<file path="src/rtl/microgreen_frame_features.sv">
// rtl/microgreen_frame_features.sv - per-frame colour and canopy-height features from OV7670 RGB565
//
// Purpose: oversamples the OV7670 pixel bus on clk, decodes RGB565 pixels,
//    accumulates strided colour sums and the first "green" line of each frame,
//    and publishes the averages once per valid frame.
// Ports:
//    clk, rst_n        system clock, synchronous active-low reset
//    ena               0 freezes every register (no sampling, no pulses)
//    cam_data[7:0]     OV7670 D bus
//    cam_pclk          OV7670 PCLK (asynchronous, <= clk/4)
//    cam_href          high during an active line
//    cam_vsync         rising edge marks a frame boundary
//    avg_red/avg_green/avg_brightness[7:0]  means over the last valid frame
//    height_pixels[7:0] V_ACTIVE - first green line, 0 when no line was green
//    frame_ready       1-cycle pulse: new statistics on the outputs
//    frame_short       1-cycle pulse: frame ended with too few samples
module microgreen_frame_features #(
   parameter int H_ACTIVE      = 160,
   parameter int V_ACTIVE      = 120,
   parameter int PIX_STRIDE    = 16,
   parameter int SAMPLE_LOG2   = 10,
   parameter int GREEN_MARGIN  = 16,
   parameter int ROW_MIN_GREEN = 8
) (
   input  logic       clk,
   input  logic       rst_n,
   input  logic       ena,
   input  logic [7:0] cam_data,
   input  logic       cam_pclk,
   input  logic       cam_href,
   input  logic       cam_vsync,
   output logic [7:0] avg_red,
   output logic [7:0] avg_green,
   output logic [7:0] avg_brightness,
   output logic [7:0] height_pixels,
   output logic       frame_ready,
   output logic       frame_short
);

   localparam int SUM_W = 8 + SAMPLE_LOG2;
   localparam int CNT_W = SAMPLE_LOG2 + 1;
   localparam int STR_W = (PIX_STRIDE > 1) ? $clog2(PIX_STRIDE) : 1;
   localparam logic [CNT_W-1:0] SAMPLE_TARGET = {1'b1, {SAMPLE_LOG2{1'b0}}};
   localparam logic [7:0] H_LIM = 8'(H_ACTIVE);
   localparam logic [7:0] V_LIM = 8'(V_ACTIVE);

   typedef enum logic [1:0] {ST_SYNC, ST_ACTIVE, ST_EVAL} state_t;

   // bit 0/1 are the synchronizer stages, bit 2 is the previous synchronized value
   logic [2:0]       pclk_sync_q, pclk_sync_d, href_sync_q, href_sync_d, vsync_sync_q, vsync_sync_d;
   logic [7:0]       data_s1_q, data_s1_d, data_s2_q, data_s2_d;
   state_t           state_q, state_d;
   logic             phase_q, phase_d, found_q, found_d;
   logic [7:0]       byte0_q, byte0_d, col_q, col_d, line_q, line_d;
   logic [7:0]       row_green_q, row_green_d, first_line_q, first_line_d;
   logic [STR_W-1:0] stride_q, stride_d;
   logic [CNT_W-1:0] sample_cnt_q, sample_cnt_d;
   logic [SUM_W-1:0] sum_r_q, sum_r_d, sum_g_q, sum_g_d, sum_y_q, sum_y_d;
   logic [7:0]       avg_red_q, avg_red_d, avg_green_q, avg_green_d;
   logic [7:0]       avg_bright_q, avg_bright_d, height_q, height_d;
   logic             frame_ready_q, frame_ready_d, frame_short_q, frame_short_d;

   logic       pclk_rise, href_rise, href_fall, vsync_rise, in_frame;
   logic       href_rise_ok, href_fall_ok, pix_evt;
   logic [4:0] r5, b5;
   logic [5:0] g6;
   logic [7:0] r8, g8, b8;
   logic [9:0] luma_sum;
   logic       is_green;

   assign pclk_rise  = pclk_sync_q[1] & ~pclk_sync_q[2];
   assign href_rise  = href_sync_q[1] & ~href_sync_q[2];
   assign href_fall  = ~href_sync_q[1] & href_sync_q[2];
   assign vsync_rise = vsync_sync_q[1] & ~vsync_sync_q[2];
   // vsync-high blanking masks all line and pixel activity
   assign in_frame     = (state_q == ST_ACTIVE) && !vsync_sync_q[1];
   assign href_rise_ok = href_rise & in_frame;
   assign href_fall_ok = href_fall & in_frame;
   assign pix_evt      = pclk_rise & href_sync_q[1] & in_frame;

   // pixel completes on byte1, which is the current delayed data byte
   assign r5 = byte0_q[7:3];
   assign g6 = {byte0_q[2:0], data_s2_q[7:5]};
   assign b5 = data_s2_q[4:0];
   assign r8 = {r5, r5[4:2]};
   assign g8 = {g6, g6[5:4]};
   assign b8 = {b5, b5[4:2]};
   assign luma_sum = {2'b00, r8} + {1'b0, g8, 1'b0} + {2'b00, b8};
   assign is_green = ({2'b00, g8} > ({2'b00, r8} + 10'(GREEN_MARGIN))) &&
                     ({2'b00, g8} > ({2'b00, b8} + 10'(GREEN_MARGIN)));

   always_comb begin
      pclk_sync_d   = {pclk_sync_q[1:0], cam_pclk};
      href_sync_d   = {href_sync_q[1:0], cam_href};
      vsync_sync_d  = {vsync_sync_q[1:0], cam_vsync};
      data_s1_d     = cam_data;
      data_s2_d     = data_s1_q;
      state_d       = state_q;
      // an href rise restarts the line even if a byte lands in the same cycle
      phase_d       = href_rise_ok ? 1'b0 : phase_q;
      col_d         = href_rise_ok ? 8'd0 : col_q;
      row_green_d   = href_rise_ok ? 8'd0 : row_green_q;
      byte0_d       = byte0_q;
      line_d        = line_q;
      found_d       = found_q;
      first_line_d  = first_line_q;
      stride_d      = stride_q;
      sample_cnt_d  = sample_cnt_q;
      sum_r_d       = sum_r_q;
      sum_g_d       = sum_g_q;
      sum_y_d       = sum_y_q;
      avg_red_d     = avg_red_q;
      avg_green_d   = avg_green_q;
      avg_bright_d  = avg_bright_q;
      height_d      = height_q;
      frame_ready_d = 1'b0;
      frame_short_d = 1'b0;

      if (href_fall_ok && (line_q < V_LIM)) begin
         if (!found_q && (row_green_q >= 8'(ROW_MIN_GREEN))) begin
            found_d      = 1'b1;
            first_line_d = line_q;
         end
         line_d = line_q + 8'd1;
      end

      if (pix_evt) begin
         if (!phase_d) begin
            byte0_d = data_s2_q;
            phase_d = 1'b1;
         end else begin
            phase_d = 1'b0;
            if ((col_d < H_LIM) && (line_q < V_LIM)) begin
               if (is_green && (row_green_d != 8'hFF)) row_green_d = row_green_d + 8'd1;
               if ((stride_q == '0) && (sample_cnt_q < SAMPLE_TARGET)) begin
                  sample_cnt_d = sample_cnt_q + CNT_W'(1);
                  sum_r_d      = sum_r_q + SUM_W'(r8);
                  sum_g_d      = sum_g_q + SUM_W'(g8);
                  sum_y_d      = sum_y_q + SUM_W'(luma_sum >> 2);
               end
               stride_d = (stride_q == STR_W'(PIX_STRIDE - 1)) ? '0 : stride_q + STR_W'(1);
            end
            if (col_d < H_LIM) col_d = col_d + 8'd1;
         end
      end

      case (state_q)
         ST_SYNC:   if (vsync_rise) state_d = ST_ACTIVE;
         ST_ACTIVE: if (vsync_rise) state_d = ST_EVAL;
         ST_EVAL: begin
            state_d = ST_ACTIVE;
            if (sample_cnt_q == SAMPLE_TARGET) begin
               avg_red_d     = sum_r_q[SUM_W-1:SAMPLE_LOG2];
               avg_green_d   = sum_g_q[SUM_W-1:SAMPLE_LOG2];
               avg_bright_d  = sum_y_q[SUM_W-1:SAMPLE_LOG2];
               height_d      = found_q ? (V_LIM - first_line_q) : 8'd0;
               frame_ready_d = ena;
            end else begin
               frame_short_d = ena;
            end
         end
         default: state_d = ST_SYNC;
      endcase

      if ((state_q == ST_EVAL) || ((state_q == ST_SYNC) && vsync_rise)) begin
         phase_d      = 1'b0;
         col_d        = 8'd0;
         line_d       = 8'd0;
         row_green_d  = 8'd0;
         found_d      = 1'b0;
         first_line_d = 8'd0;
         stride_d     = '0;
         sample_cnt_d = '0;
         sum_r_d      = '0;
         sum_g_d      = '0;
         sum_y_d      = '0;
      end
   end

   always_ff @(posedge clk) begin
      if (!rst_n) begin
         pclk_sync_q   <= '0;
         href_sync_q   <= '0;
         vsync_sync_q  <= '0;
         data_s1_q     <= '0;
         data_s2_q     <= '0;
         state_q       <= ST_SYNC;
         phase_q       <= 1'b0;
         byte0_q       <= '0;
         col_q         <= '0;
         line_q        <= '0;
         row_green_q   <= '0;
         found_q       <= 1'b0;
         first_line_q  <= '0;
         stride_q      <= '0;
         sample_cnt_q  <= '0;
         sum_r_q       <= '0;
         sum_g_q       <= '0;
         sum_y_q       <= '0;
         avg_red_q     <= '0;
         avg_green_q   <= '0;
         avg_bright_q  <= '0;
         height_q      <= '0;
         frame_ready_q <= 1'b0;
         frame_short_q <= 1'b0;
      end else begin
         // pulses always drop back to 0 so a pulse can never stretch across ena=0
         frame_ready_q <= frame_ready_d;
         frame_short_q <= frame_short_d;
         if (ena) begin
            pclk_sync_q  <= pclk_sync_d;
            href_sync_q  <= href_sync_d;
            vsync_sync_q <= vsync_sync_d;
            data_s1_q    <= data_s1_d;
            data_s2_q    <= data_s2_d;
            state_q      <= state_d;
            phase_q      <= phase_d;
            byte0_q      <= byte0_d;
            col_q        <= col_d;
            line_q       <= line_d;
            row_green_q  <= row_green_d;
            found_q      <= found_d;
            first_line_q <= first_line_d;
            stride_q     <= stride_d;
            sample_cnt_q <= sample_cnt_d;
            sum_r_q      <= sum_r_d;
            sum_g_q      <= sum_g_d;
            sum_y_q      <= sum_y_d;
            avg_red_q    <= avg_red_d;
            avg_green_q  <= avg_green_d;
            avg_bright_q <= avg_bright_d;
            height_q     <= height_d;
         end
      end
   end

   assign avg_red        = avg_red_q;
   assign avg_green      = avg_green_q;
   assign avg_brightness = avg_bright_q;
   assign height_pixels  = height_q;
   assign frame_ready    = frame_ready_q;
   assign frame_short    = frame_short_q;

endmodule

</file>
<file path="config.mk">
export PLATFORM = sky130hd
export DESIGN_NAME = microgreen_frame_features
export DESIGN_NICKNAME = d
export VERILOG_FILES = /design/src/rtl/microgreen_frame_features.sv
export SDC_FILE = /design/constraint.sdc
export NUM_CORES = 1
export LEC_CHECK = 0
export ABC_CLOCK_PERIOD_IN_PS = 4000
export CAP_MARGIN = 20
export CELL_PAD_IN_SITES_DETAIL_PLACEMENT = 0
export CELL_PAD_IN_SITES_GLOBAL_PLACEMENT = 1
export CORE_MARGIN = 2
export CORE_UTILIZATION = 42
export DETAILED_ROUTE_END_ITERATION = 10
export PLACE_DENSITY_LB_ADDON = 0.3
export SYNTH_ARGS = -nofsm -noshare
export SYNTH_HDL_FRONTEND = slang
export SYNTH_SLANG_ARGS = --single-unit
</file>
<file path="constraint.sdc">
create_clock -name clk -period 4 [get_ports clk]
set_clock_uncertainty 0.05 [all_clocks]
set_input_delay 1 -clock clk [delete_from_list [all_inputs] [get_ports clk]]
set_output_delay 1 -clock clk [all_outputs]
set_load 0.01 [all_outputs]
</file>
Word level (Yosys, flattened, before mapping) --
Index checks and enable logic that the tools add are counted.
Word-level totals: flip-flop bits (word level) 172, latch bits 0, memory bits (writable) 0, ROM bits 0, input port bits 14, output and inout port bits 34, word-level logic and storage cells 145, memories kept 0
Cells by class: add/subtract/negate cells 13, multipliers 0, divide/modulo/power cells 0, order comparisons 6, equal/unequal tests 7, shift-type cells 0, muxes and demuxes 52, bitwise gates (word level) 15, reduce and logical (&&, ||, !) cells 28
Operators by type and width (number):
- two-way mux 18 bit | 15
- two-way mux 8 bit | 17
- two-way mux 11 bit | 5
- adder 18 x 8 -> 18 bit | 3
- adder 8 x 1 -> 8 bit (second input constant) | 3
- two-way mux 4 bit | 5
- adder 8 x 5 -> 9 bit (second input constant) | 2
- > comparator 8 x 9 -> 1 bit | 2
- AND reduction 3 bit | 5
- nonzero test 2 bit | 6
- adder 11 x 1 -> 11 bit (second input constant) | 1
- equality test 11 bit (second input constant) | 1
- < comparator 11 bit (second input constant) | 1
- adder 10 x 8 -> 10 bit | 1
- adder 8 x 9 -> 10 bit | 1
- AND 1 bit | 8
- greater-or-equal comparator 8 x 4 -> 1 bit (second input constant) | 1
- logical AND 1 bit | 8
- < comparator 8 x 7 -> 1 bit (second input constant) | 1
- < comparator 8 bit (second input constant) | 1
- inequality test 8 bit (second input constant) | 1
- subtractor 7 x 8 -> 8 bit (first input constant) | 1
- two-way mux 1 bit | 7
- NOT 1 bit | 7
- 15 further kinds | 18

Depth between registers and ports, before layout --
Gate-level depths: netlist of the first run.
depth after elaboration 11, gate-level depth with buffers 18, gate-level depth less buffers 18

Worst setup path before layout of the first run --
OpenSTA, ideal clock, no wires.
path type register to register, start register byte0_q[6], end register sum_y_q[10], setup time 0.128 ns, arrival 3.555 ns, required time 3.822 ns, slack 0.268 ns, cell stages (with the launch flop) 19, buffers on the path 0, period minus slack after synthesis 3.732 ns, cells stage by stage dfxtp_1 > inv_1 > fa_1 > nand3b_1 > fa_1 > nor2b_1 > o21ai_0 > nand2b_1 > a21o_1 > a21oi_1 > xnor2_1 > ha_1 > nand2_1 > a21oi_1 > o211ai_1 > a211oi_1 > nand3_1 > xor2_1 > nor2_1
On the way: word-level cells in the longest chain between the ends 8
RTL lines:
- start: declaration | line 54 | logic [7:0] byte0_q, byte0_d, col_q, col_d, line_q, line_d;
- start signal: assignment | line 218 | byte0_q <= byte0_d;
- adder 8 x 9 -> 10 bit | line 88 | assign luma_sum = {2'b00, r8} + {1'b0, g8, 1'b0} + {2'b00, b8};
- adder 10 x 8 -> 10 bit | line 88
- adder 18 x 8 -> 18 bit | line 139 | sum_y_d = sum_y_q + SUM_W'(luma_sum >> 2);
- two-way mux 18 bit | line 135 | if ((stride_q == '0) && (sample_cnt_q < SAMPLE_TARGET)) begin
- two-way mux 18 bit | line 133 | if ((col_d < H_LIM) && (line_q < V_LIM)) begin
- two-way mux 18 bit | line 128 | if (!phase_d) begin
- two-way mux 18 bit | line 127 | if (pix_evt) begin
- two-way mux 18 bit | line 165 | if ((state_q == ST_EVAL) || ((state_q == ST_SYNC) && vsync_rise)) begin
- end signal: assignment | line 228 | sum_y_q <= sum_y_d;
- end: declaration | line 58 | logic [SUM_W-1:0] sum_r_q, sum_r_d, sum_g_q, sum_g_d, sum_y_q, sum_y_d;
Every way passes these cells. The select of a mux whose other input is x is not followed. A chain may end at the register's enable or synchronous reset.

Worst setup path in the final report of the first run --
start register byte0_q[1], end register sum_y_q[12]
Same word-level chain as after synthesis.

==> flow_metrics.env, run 1 <==
export IMPL_wl_per_cell_um=14.73
export IMPL_grt_util_all_layers=0.1853
export IMPL_synthArstFlopShare=0
export IMPL_crit_required_ns=4.26
export IMPL_ir_worst_vdd_mv=0.1955
export IMPL_grt_max_degree=60
export IMPL_portBuffers=47
export IMPL_nets=1211
export IMPL_fin_util=0.4943
export IMPL_synthesis_area_sq_um=9390
export IMPL_cts_setup_buffers=0
export IMPL_rsz0062_at_grt="no"
export IMPL_drc_errors=0
export IMPL_r2r_start="byte0_q[1]"
export IMPL_end_kind="flop"
export IMPL_first_global_vias=7252
export IMPL_ys_seq_area_frac=0.3667
export IMPL_met1_length_mm=10.51
export IMPL_htreeDepth=4
export IMPL_fin_hold_ws_ns=0.4099
export IMPL_p_leak_nw=4.149
export IMPL_clk_pin_slew_ns=0.07
export IMPL_path_cells="inv_1 -> fa_1 -> nand3b_1 -> fa_1 -> nor2b_1 -> o21ai_0 -> nand2b_1 -> a21o_1 -> a21oi_1 -> xnor2_1 -> ha_1 -> nand2_1 -> a21oi_1 -> o211ai_1 -> a211oi_1 -> buf_4 -> nand3_1 -> xor2_1 -> nor2_1"
export IMPL_grt_overflow=0
export IMPL_critPathSlowestCell="fa_1"
export IMPL_wl_met2_mm=9.557
export IMPL_dp_hpwl_mm=14.70
export IMPL_netlist_instances=1088
export IMPL_io_pins=48
export IMPL_regArea_sq_um=3446
export IMPL_highest_layer="met4"
export IMPL_firstDrtPassIters=5
export IMPL_synth_warnings=0
export IMPL_maxSlewHeadroom=0.5158
export IMPL_fin_cells=1420
export IMPL_p_per_area_nw_per_um2=337.8
export IMPL_synth_edff_count=0
export IMPL_numCtsBuffers=17
export IMPL_gp_congestion=0.8561
export IMPL_cp_data_arrival_time_ns=3.92
export IMPL_die_h_um=153.5
export IMPL_status="finished clean"
export IMPL_cts_tree="built"
export IMPL_worstSetupStartpointType="flop"
export IMPL_yosysUniqueCellTypes=63
export IMPL_drtIter0Drc=354
export IMPL_max_stage_delay_ns=0.48
export IMPL_hold_viol=0
export IMPL_hp_start="height_pixels[3]"
export IMPL_p_total_mw=3.656
export IMPL_n_antenna_cell=0
export IMPL_syn2layout_area_growth_pct=15.24
export IMPL_antenna_left=0
export IMPL_core_area_sq_um=21890
export IMPL_fillers=2111
export IMPL_post_route_min_period_ns=3.662
export IMPL_cts_num_sinks=172
export IMPL_fin_crit_sh=0.9155
export IMPL_via_per_inst=5.275
export IMPL_drv_slew=0
export IMPL_dp_cells=1388
export IMPL_hold_path_class="flop to flop"
export IMPL_synth_seq_cells=172
export IMPL_antenna_found_initial=0
export IMPL_maxCapViolCount=0
export IMPL_multi_input_area_sq_um=5613
export IMPL_synth_top_flop_cell="dfxtp_1"
export IMPL_met3_length_um=700
export IMPL_syn_area_per_cell_sq_um=8.631
export IMPL_crit_path_start="byte0_q[1]"
export IMPL_setup_viol=0
export IMPL_worst_pin_slew_ns=0.7214
export IMPL_cts_root_buf="clkbuf_16"
export IMPL_grt_pass1_wl_mm=36.23
export IMPL_dr_total_vias=7490
export IMPL_initial_utilization=0.4290
export IMPL_fmax_mhz=273.1
export IMPL_clk_path_buf_depth=2
export IMPL_worstSetupPathType="flop to flop"
export IMPL_critical_path_peak_fanout=5
export IMPL_synth_net_count=1172
export IMPL_die_w_um=153.5
export IMPL_core_rowCount=54
export IMPL_dieArea_sq_um=23570
export IMPL_totalWireLength_mm=20.92
export IMPL_fin_tns_setup_ns=0
export IMPL_drive_gt1_frac=0.07105
export IMPL_clk_latency_ns=0.43
-- worst max-delay path, delay by kind of cell (launching register included) --
kind / cells / cell delay, ns
flops: 1 / 0.33
buf+inv: 2 / 0.27
fa+ha+maj: 3 / 1.19
simple gates: 6 / 0.61
xor+xnor: 2 / 0.30
compound gates: 6 / 0.80
-- sequential cells by signal (all words and copies together), names as in the netlist, 11 cells and up --
register,cells
sum_y_q,18
sum_g_q,18
sum_r_q,18
sample_cnt_q,11
-- routing by layer --
layer / up-vias / global-route usage
met1: 3484 / 0.2565
met3: 12 / 0.02818
met5: - / 0
met2: 100 / 0.3029
met4: 0 / 0.04849
li1: 3894 / -
-- power by group --
group,switching (mW),internal [mW],total (mW)
Sequential,0.0112,1.72,1.73
Combinational,0.0970,0.0702,0.167
Clock,0.793,0.961,1.75
Total,0.902,2.75,3.66
-- cells in the mapped netlist, drive strengths merged, types with 5 or more instances --
library cell,count,area [sq um]
nor4,5,31.28
nand2b,8,50.05
and2,17,106.4
a21o,6,45.04
nand3,62,315.3
xor2,35,306.5
a21oi,45,225.2
and4,6,52.55
o211ai,8,60.06
or3,8,50.05
o21ai,43,219.0
a22oi,12,90.09
a41oi,5,43.79
nor2,71,266.5
inv,34,127.6
and3,19,118.9
a31oi,5,37.53
ha,59,738.2
nor3,20,111.4
nand2,120,450.4
fa,11,220.2
dfxtp,172,3443
clkbuf,46,172.7
xnor2,33,289.0
buf,7,46.29
nor2b,73,456.7
mux2i,32,320.3
a211oi,6,45.04
a21boi,46,345.3
nand4,24,165.2
-- logic make-up (layout without fill, tap and decap cells) --
kind of cell | Yosys count | count (layout) | synth area share
AOI/OAI and AO/OA | 205 | 205 | 0.1439
xor gates and xnor gates | 68 | 68 | 0.06342
adders and majority gates | 70 | 70 | 0.1021
buffers and inverters | 87 | 139 | 0.03691
DFF | 172 | 172 | 0.3667
muxes | 32 | 32 | 0.03411
and+or+nand+nor | 454 | 454 | 0.2529
-- stage by stage --
stage | area [sq um] | worst slack, ns
floorplan | 9390 | 0.2675
global route | 10820 | 0.02141
global placement | 10190 | 0.3527
finish | 10820 | 0.3378
detailed placement | 10190 | 0.3008
CTS | 10820 | 0.2734
-- worst paths after layout --
kind	to	slack (ns)	depth (start not counted)
max	sum_y_q[12]	0.34	19
min	height_pixels[3]	0.41	2
max reg2reg	sum_y_q[12]	0.34	19
min reg2reg	height_pixels[3]	0.41	2
-- area by class of cell --
cell class | instances | area share
multi-input cells | 829 | 0.5187
clock buffers | 17 | 0.03931
repair buffers | 73 | 0.06082
well taps | 280 | 0.03237
flip-flops and latches | 172 | 0.3184
inverters | 34 | 0.01179
clock inverters | 15 | 0.01861
-- layout by cell type (no fill, tap or decap), types with 27 or more instances in the layout --
master / instances
nand2_1: 120
nand3_1: 61
dfxtp_1: 170
inv_1: 34
a21boi_0: 46
clkdlybuf4s50_1: 45
nor2b_1: 72
ha_1: 59
a21oi_1: 45
mux2i_1: 32
nor2_1: 70
xor2_1: 35
o21ai_0: 39
xnor2_1: 33
buf_4: 27
-- timing repair --
item / CTS / global route
gates resized for setup: 0 / 2
endpoints found under the setup margin: 0 / 8
hold buffers: 0 / 0
Note: power is estimated with default switching activity, not from simulation.
==> run 2: changes to the inputs <==
--- a/config.mk
+++ b/config.mk
@@ -13,6 +13,8 @@
 export CORE_UTILIZATION = 42
 export DETAILED_ROUTE_END_ITERATION = 10
 export PLACE_DENSITY_LB_ADDON = 0.3
+export RECOVER_POWER = 25
+export SKIP_LAST_GASP = 1
 export SYNTH_ARGS = -nofsm -noshare
 export SYNTH_HDL_FRONTEND = slang
 export SYNTH_SLANG_ARGS = --single-unit
==> flow_metrics.env, run 2 (same netlist as run 1, synthesis figures left out) <==
export IMPL_firstDrtPassIters=5
export IMPL_setup_viol=0
export IMPL_cts_resized=0
export IMPL_worst_pin_slew_ns=2.405
export IMPL_hold_path_class="flop to flop"
export IMPL_core_rowCount=54
export IMPL_use_met3=0.02818
export IMPL_gp_congestion=0.8561
export IMPL_die_h_um=153.5
export IMPL_clk_pin_slew_ns=0.08
export IMPL_dr_total_vias=7515
export IMPL_cp_data_arrival_time_ns=3.92
export IMPL_core_area_sq_um=21890
export IMPL_ir_worst_vdd_mv=0.1939
export IMPL_cts_tree="built"
export IMPL_max_stage_delay_ns=0.48
export IMPL_antenna_left=0
export IMPL_clk_path_buf_depth=2
export IMPL_rsz0062_at_grt="no"
export IMPL_portBuffers=47
export IMPL_p_leak_nw=4.184
export IMPL_n_antenna_cell=0
export IMPL_totalWireLength_mm=20.89
export IMPL_post_route_min_period_ns=3.665
export IMPL_cts_num_sinks=172
export IMPL_clk_latency_ns=0.43
export IMPL_fin_hold_ws_ns=0.4091
export IMPL_cpLargestDelayFamily="adder cells"
export IMPL_initial_utilization=0.4290
export IMPL_io_pins=48
export IMPL_grt_busiest_layer="met2"
export IMPL_maxSlewHeadroom=-0.6035
export IMPL_reg_top3="sum_g_q: 18 flops, sum_r_q: 18 flops, sum_y_q: 18 flops"
export IMPL_cts_root_buf="clkbuf_16"
export IMPL_syn2layout_area_growth_pct=15.18
export IMPL_drc_errors=0
export IMPL_ctsHoldBuffers=0
export IMPL_wl_per_cell_um=14.71
export IMPL_p_per_area_nw_per_um2=338.0
export IMPL_cts_setup_buffers=0
export IMPL_fin_crit_sh=0.9163
export IMPL_grt_pass1_wl_mm=36.23
export IMPL_crit_required_ns=4.26
export IMPL_layout_commonest_cell="dfxtp_1"
export IMPL_maxCapViolCount=1
export IMPL_use_met2=0.3029
export IMPL_dieArea_sq_um=23570
export IMPL_drv_slew=60
export IMPL_fin_tns_setup_ns=0
export IMPL_grt_util_all_layers=0.1853
export IMPL_status="finished with violations"
export IMPL_fmax_mhz=272.8
export IMPL_first_global_vias=7252
export IMPL_critical_path_peak_fanout=5
export IMPL_end_kind="flop"
export IMPL_antenna_found_initial=0
export IMPL_critPathSlowestCell="fa_1"
export IMPL_worstSetupStartpointType="flop"
export IMPL_dp_hpwl_mm=14.70
export IMPL_crit_buf_inv=2
export IMPL_path_cells="inv_1 -> fa_1 -> nand3b_1 -> fa_1 -> nor2b_1 -> o21ai_0 -> nand2b_1 -> a21o_1 -> a21oi_1 -> xnor2_1 -> ha_1 -> nand2_1 -> a21oi_1 -> o211ai_1 -> a211oi_1 -> buf_4 -> nand3_1 -> xor2_1 -> nor2_1"
export IMPL_drive_gt1_frac=0.07018
export IMPL_die_w_um=153.5
export IMPL_drtIter0Drc=353
export IMPL_via_per_inst=5.292
export IMPL_use_met1=0.2565
export IMPL_violations="capacitance limit, slew limit"
export IMPL_hold_viol=0
export IMPL_numCtsBuffers=17
export IMPL_nets=1211
export IMPL_worstSetupPathType="flop to flop"
export IMPL_grt_max_degree=60
export IMPL_grt_overflow=0
export IMPL_layout_common_cells="170 x dfxtp_1, 120 x nand2_1, 72 x nor2b_1, 70 x nor2_1, 61 x nand3_1"
export IMPL_htreeDepth=4
[run 2: final timing paths]
| path | slack (ns) | start | cells past startpoint | end |
|---|---|---|---|---|
| min reg2reg | 0.41 | avg_green[2] | 2 | avg_green[2] |
| min | 0.41 | avg_green[2] | 2 | avg_green[2] |
| max | 0.33 | byte0_q[1] | 19 | sum_y_q[12] |
| max reg2reg | 0.33 | byte0_q[1] | 19 | sum_y_q[12] |
[run 2: routing by layer]
metal,share of wire,up-vias
met4,0.0085,0
met2,0.46,98
met3,0.030,12
met5,0,-
li1,-,3895
met1,0.50,3510
[run 2: layout make-up]
type	instances	area, sq um
fillers	2112	11080
multi-input cells	829	5613
flip-flops and latches	172	3446
repair buffers	73	651.9
clock buffers	17	425.4
well taps	280	350.3
clock inverters	15	201.4
inverters	34	127.6
[run 2: power breakdown]
| part | total (mW) | leakage (nW) | switching, mW | internal, mW |
|---|---|---|---|---|
| Combinational | 0.168 | 2.49 | 0.0970 | 0.0709 |
| Clock | 1.75 | 0.301 | 0.793 | 0.961 |
| Sequential | 1.73 | 1.39 | 0.0112 | 1.72 |
[run 2: tightest hold or removal path, stage by stage, from the launching register on]
cell and delay [ns]:
dfxtp_1 0.31, nand2_1 0.04, a21boi_0 0.06
[run 2: through the flow]
stage / instances / worst slack, ns / area [sq um] / total power [mW] / util
2_1_floorplan: 1088 / 0.2675 / 9390 / 1.888 / -
6_report: 1420 / 0.3347 / 10820 / 3.656 / 0.4941
3_5_place_dp: 1388 / 0.3008 / 10190 / 1.943 / 0.4656
5_1_grt: 1420 / 0.02145 / 10820 / 3.803 / 0.4941
4_1_cts: 1420 / 0.2734 / 10820 / 3.703 / 0.4942
3_3_place_gp: 1388 / 0.3527 / 10190 / 1.943 / 0.4656
